$ cat config.mk
export PLATFORM = sky130hd
export DESIGN_NAME = pong_game_ctrl
export DESIGN_NICKNAME = d
export VERILOG_FILES = /design/src/rtl/pong_game_ctrl.sv
export SDC_FILE = /design/constraint.sdc
export NUM_CORES = 1
export LEC_CHECK = 0
export CAP_MARGIN = 20
export CELL_PAD_IN_SITES_DETAIL_PLACEMENT = 1
export CELL_PAD_IN_SITES_GLOBAL_PLACEMENT = 1
export CORE_MARGIN = 1
export CORE_UTILIZATION = 29
export DETAILED_ROUTE_END_ITERATION = 16
export PLACE_DENSITY_LB_ADDON = 0.1
export RECOVER_POWER = 100
export SLEW_MARGIN = 20
export SYNTH_ARGS = -nofsm -noshare
export SYNTH_HDL_FRONTEND = slang
export SYNTH_SLANG_ARGS = --single-unit
$ cat constraint.sdc
create_clock -name clk -period 2.2 [get_ports clk]
set_clock_uncertainty 0.1 [all_clocks]
set_input_delay 0.44 -clock clk [delete_from_list [all_inputs] [get_ports clk]]
set_output_delay 0.44 -clock clk [all_outputs]
set_load 0.05 [all_outputs]
$ cat src/rtl/pong_game_ctrl.sv
`timescale 1ns/1ps
// -----------------------------------------------------------------------------
// pong_game_ctrl
//
// Top-level game sequencer for two-player pong. Gates the paddle and ball
// movers, requests ball re-centring, keeps both scores and decides the serve
// direction and the winner from ball-miss events. All timing is counted in
// video frames via frame_tick.
//
// Ports
//   clk          system clock
//   rst          asynchronous, active-low reset
//   frame_tick   one-cycle pulse per video frame
//   start_btn    synchronised start/restart button level
//   miss_left    one-cycle pulse: ball passed left paddle (right scores)
//   miss_right   one-cycle pulse: ball passed right paddle (left scores)
//   paddle_en    paddle movement enable
//   ball_en      ball motion enable
//   ball_rst     one-cycle pulse: re-centre the ball
//   serve_dir    launch x-direction, 0 = toward left, 1 = toward right
//   score_left   left player score
//   score_right  right player score
//   game_over    high while the game is over
//   winner       0 = left, 1 = right; meaningful while game_over = 1
//   state        current state encoding (IDLE=0 SERVE=1 PLAY=2 POINT=3 OVER=4)
// -----------------------------------------------------------------------------
module pong_game_ctrl #(
  parameter int WIN_SCORE          = 7,
  parameter int SERVE_DELAY_FRAMES = 60,
  parameter int POINT_HOLD_FRAMES  = 90,
  parameter int SCORE_WIDTH        = 4
) (
  input  logic                   clk,
  input  logic                   rst,
  input  logic                   frame_tick,
  input  logic                   start_btn,
  input  logic                   miss_left,
  input  logic                   miss_right,
  output logic                   paddle_en,
  output logic                   ball_en,
  output logic                   ball_rst,
  output logic                   serve_dir,
  output logic [SCORE_WIDTH-1:0] score_left,
  output logic [SCORE_WIDTH-1:0] score_right,
  output logic                   game_over,
  output logic                   winner,
  output logic [2:0]             state
);

  // Frame counter must hold the longer of the two waits.
  localparam int MAX_FRAMES = (SERVE_DELAY_FRAMES > POINT_HOLD_FRAMES) ?
                              SERVE_DELAY_FRAMES : POINT_HOLD_FRAMES;
  localparam int CNT_W      = $clog2(MAX_FRAMES + 1);

  localparam logic [CNT_W-1:0]       SERVE_LAST = CNT_W'(SERVE_DELAY_FRAMES - 1);
  localparam logic [CNT_W-1:0]       POINT_LAST = CNT_W'(POINT_HOLD_FRAMES - 1);
  localparam logic [SCORE_WIDTH-1:0] WIN_VAL    = SCORE_WIDTH'(WIN_SCORE);
  localparam logic [SCORE_WIDTH-1:0] SCORE_ONE  = SCORE_WIDTH'(1);
  localparam logic [CNT_W-1:0]       CNT_ONE    = CNT_W'(1);

  typedef enum logic [2:0] {
    ST_IDLE  = 3'd0,
    ST_SERVE = 3'd1,
    ST_PLAY  = 3'd2,
    ST_POINT = 3'd3,
    ST_OVER  = 3'd4
  } state_e;

  // Registered state and outputs
  state_e                 state_q,       state_d;
  logic [CNT_W-1:0]       frame_cnt_q,   frame_cnt_d;
  logic [SCORE_WIDTH-1:0] score_left_q,  score_left_d;
  logic [SCORE_WIDTH-1:0] score_right_q, score_right_d;
  logic                   serve_dir_q,   serve_dir_d;
  logic                   winner_q,      winner_d;
  logic                   game_over_q,   game_over_d;
  logic                   paddle_en_q,   paddle_en_d;
  logic                   ball_en_q,     ball_en_d;
  logic                   ball_rst_q,    ball_rst_d;
  logic                   start_q,       start_d;

  logic                   start_fire;
  logic [SCORE_WIDTH-1:0] score_left_inc;
  logic [SCORE_WIDTH-1:0] score_right_inc;

  // Rising edge of the start button: holding it fires exactly once.
  assign start_fire      = start_btn & ~start_q;
  assign score_left_inc  = score_left_q  + SCORE_ONE;
  assign score_right_inc = score_right_q + SCORE_ONE;

  always_comb begin
    // NOTE: every signal assigned here gets a default first, so no path
    // through the case statement can leave one unassigned and infer a latch.
    state_d       = state_q;
    frame_cnt_d   = '0;       // counter is 0 outside SERVE and POINT
    score_left_d  = score_left_q;
    score_right_d = score_right_q;
    serve_dir_d   = serve_dir_q;
    winner_d      = winner_q;
    ball_rst_d    = 1'b0;
    start_d       = start_btn;

    case (state_q)
      // IDLE and OVER both wait for a start edge and begin a fresh game.
      ST_IDLE, ST_OVER: begin
        if (start_fire) begin
          score_left_d  = '0;
          score_right_d = '0;
          serve_dir_d   = 1'b1;
          ball_rst_d    = 1'b1;
          state_d       = ST_SERVE;
        end
      end

      ST_SERVE: begin
        frame_cnt_d = frame_cnt_q;
        if (frame_tick) begin
          if (frame_cnt_q == SERVE_LAST) begin
            frame_cnt_d = '0;
            state_d     = ST_PLAY;
          end else begin
            frame_cnt_d = frame_cnt_q + CNT_ONE;
          end
        end
      end

      ST_PLAY: begin
        if (miss_left && miss_right) begin
          // Simultaneous misses are a replay: no score, straight back to serve.
          ball_rst_d = 1'b1;
          state_d    = ST_SERVE;
        end else if (miss_left) begin
          score_right_d = score_right_inc;
          serve_dir_d   = 1'b0;
          if (score_right_inc == WIN_VAL) begin
            winner_d = 1'b1;
            state_d  = ST_OVER;
          end else begin
            state_d  = ST_POINT;
          end
        end else if (miss_right) begin
          score_left_d = score_left_inc;
          serve_dir_d  = 1'b1;
          if (score_left_inc == WIN_VAL) begin
            winner_d = 1'b0;
            state_d  = ST_OVER;
          end else begin
            state_d  = ST_POINT;
          end
        end
      end

      ST_POINT: begin
        frame_cnt_d = frame_cnt_q;
        if (frame_tick) begin
          if (frame_cnt_q == POINT_LAST) begin
            frame_cnt_d = '0;
            ball_rst_d  = 1'b1;
            state_d     = ST_SERVE;
          end else begin
            frame_cnt_d = frame_cnt_q + CNT_ONE;
          end
        end
      end

      default: begin
        state_d = ST_IDLE;
      end
    endcase

    // Enables follow the state being entered so they are registered alongside
    // it: they rise and fall on the same edge as the state change.
    paddle_en_d = (state_d == ST_SERVE) || (state_d == ST_PLAY);
    ball_en_d   = (state_d == ST_PLAY);
    game_over_d = (state_d == ST_OVER);
  end

  // NOTE: sequential state uses non-blocking assignments so every flop samples
  // its _d value from before the edge, independent of statement order.
  always_ff @(posedge clk or negedge rst) begin
    if (!rst) begin
      state_q       <= ST_IDLE;
      frame_cnt_q   <= '0;
      score_left_q  <= '0;
      score_right_q <= '0;
      serve_dir_q   <= 1'b1;
      winner_q      <= 1'b0;
      game_over_q   <= 1'b0;
      paddle_en_q   <= 1'b0;
      ball_en_q     <= 1'b0;
      ball_rst_q    <= 1'b0;
      start_q       <= 1'b0;
    end else begin
      state_q       <= state_d;
      frame_cnt_q   <= frame_cnt_d;
      score_left_q  <= score_left_d;
      score_right_q <= score_right_d;
      serve_dir_q   <= serve_dir_d;
      winner_q      <= winner_d;
      game_over_q   <= game_over_d;
      paddle_en_q   <= paddle_en_d;
      ball_en_q     <= ball_en_d;
      ball_rst_q    <= ball_rst_d;
      start_q       <= start_d;
    end
  end

  assign paddle_en   = paddle_en_q;
  assign ball_en     = ball_en_q;
  assign ball_rst    = ball_rst_q;
  assign serve_dir   = serve_dir_q;
  assign score_left  = score_left_q;
  assign score_right = score_right_q;
  assign game_over   = game_over_q;
  assign winner      = winner_q;
  assign state       = state_q;

endmodule
==> results_dict.tcl <==
set metrics [dict create \
    grt_max_degree 26 \
    wl_um 3520 \
    async_flop_share 1.00 \
    rows 24 \
    cp_slowest_cell "clkdlybuf4s50_1" \
    cts_tree "built" \
    p_per_area_nw_per_um2 844 \
    rsz0062_at_grt "no" \
    final_common_cell "dfrtp_1" \
    synthCells 137 \
    drv_slew 0 \
    nets 179 \
    status "finished, final reports clean" \
    ys_seq_area_frac 0.447 \
    critPathCaptureType "output port" \
    grt_util_all_layers 0.156 \
    hp-start "start_q" \
    die_area_sq_um 5120 \
    clock_path_buffers 2 \
    fillers 513 \
    syn_area_sq_um 1400 \
    ys.flop_type "dfrtp_1" \
    crit_start "state[1]" \
    crit_chain "clkdlybuf4s50_1" \
    period_share 0.974 \
    fmax_mhz 467 \
    slew_headroom 0.569 \
    grt_pass1_vias 1238 \
    port_buffers 22 \
    cp_max_fo 7 \
    fin_crit_ns 2.14 \
    vias 1125 \
    cap_violations 0 \
    final_util 0.382 \
    drc 0 \
    rr_worst_depth 6 \
    drive_gt1_frac 0.0904 \
    leakage_nw 0.760 \
    synth_nets 149 \
    tns_ns 0 \
    crit_required_ns 1.66 \
    clock_latency_ns 0.28 \
    setup_viol_count_final 0 \
    place_area_sq_um 1710 \
    antenna_found_initial 0 \
    insertedDiodeCount 0 \
    synth.avg_cell_area_sq_um 10.2 \
    clkTransAtPathRegs_ns 0.10 \
    ios 23 \
    drtPass1Iterations 4 \
    clock_sinks 25 \
    root_buffer "clkbuf_8" \
    gr-total-overflow 0 \
    synthToLayoutAreaGrowth_pct 22.6 \
    viasPerCell 5.16 \
    drtIter0Drc 12 \
    gp_congestion 0.745 \
    numCtsBuffers 3 \
    hpwl_um 2620 \
    worstSetupStartpointType "register" \
    die_x_um 71.5 \
    final_cell_area_sq_um 1720 \
    critical_path_buf_inv_count 1 \
    hold_violations 0 \
    crit-reg2reg-launch "score_left[0]" \
    crit_type "register to output port" \
    synth.distinct_cells 44 \
    cp-endpoint "state[1]" \
    path_depth 1 \
    core-area_sq_um 4500 \
    mostFrequentLayoutCells "dfrtp_1, nand2_1, nand3_1" \
    min_path_type "register to register" \
    power_mw 1.45 \
    grt_pass1_wl_um 6270 \
    cp.arrival_ns 1.60 \
    ant_nets 0 \
    synth_edf_count 0 \
    die_height_um 71.5 \
    start_util 0.311 \
    rrSetupSlack_ns 0.21 \
    worst_slew_pin_slew_ns 0.646 \
    hold_buffers 0 \
    h-tree-depth 1 \
    wl_per_cell_um 16.1 \
    yosys_warnings 0 \
    postCtsSetupBuffers 0 \
    ir_worst_vdd_uv 454 \
    r2r_end "paddle_en" \
    slowest_delay_ns 0.85 \
    ys_ff_latch 25 \
    path_delay_family "buffers and inverters" \
]
[per-layer routing]
metal,share of wire,routed length [um],GRT usage
met1,0.48,1690,0.218
met2,0.48,1680,0.252
met3,0.032,113,0.0211
met4,0.013,44,0.0458
met5,0,0,0
[worst min-delay path by stage]
stage,endpoint,cells after the start
floorplan,ball_en,0
finish,state[2],2
CTS,game_over,2
detailed placement,state[2],2
global placement,frame_cnt_q[0],1
global route,serve_dir,2
[through the flow]
step           setup WS [ns]  instances  hold WS, ns
6_report              0.0579        218        0.453
4_1_cts               0.0392        218        0.433
3_5_place_dp           0.124        214        0.438
5_1_grt              0.00281        218        0.486
3_3_place_gp           0.144        214        0.423
2_1_floorplan          0.200        137       0.0444
[kinds of logic (layout without fill, tap and decap cells)]
family,Yosys count,count (layout),synth area share
mux,3,3,0.0214
fa+ha+maj,6,6,0.0535
buf+inv,7,36,0.0196
compound gates,30,30,0.146
simple gates,59,59,0.269
flops,25,25,0.447
xor+xnor,7,7,0.0437
[report_power, final]
| group | total (mW) | internal, mW | switching [mW] |
|---|---|---|---|
| clock network | 0.292 | 0.127 | 0.165 |
| logic | 0.517 | 0.177 | 0.340 |
| registers | 0.642 | 0.539 | 0.103 |
[Yosys cell counts (3+ instances only)]
cell | count | area share
dfrtp_1 | 24 | 0.43
nand2_1 | 11 | 0.029
nand3_1 | 11 | 0.039
nor2_1 | 9 | 0.024
o21ai_1 | 7 | 0.025
ha_1 | 6 | 0.054
o21ai_0 | 6 | 0.021
inv_1 | 5 | 0.013
xor2_1 | 5 | 0.031
o22ai_1 | 4 | 0.018
a21oi_1 | 3 | 0.011
mux2i_1 | 3 | 0.021
nand2b_1 | 3 | 0.013
[cell type report]
class / instances / area, sq um / area share
well taps: 52 / 65.1 / 0.0378
repair buffers: 27 / 214 / 0.124
multi-input cells: 105 / 748 / 0.435
inverters: 5 / 18.8 / 0.0109
clock inverters: 1 / 5.00 / 0.00291
clock buffers: 3 / 41.3 / 0.0240
flip-flops and latches: 25 / 627 / 0.365
[what timing repair did]
action                                  CTS  global route
hold endpoints to repair                  0             0
endpoints found under the setup margin    0             3
resized for setup                         0             3
[state kept, by name (all words and copies together) (netlist names)]
register / flops
serve_dir: 1
winner: 1
state: 3
score_right: 4
game_over: 1
ball_en: 1
ball_rst: 1
paddle_en: 1
score_left: 4
frame_cnt_q: 7
start_q: 1
Power figures use the tool's default switching activity.
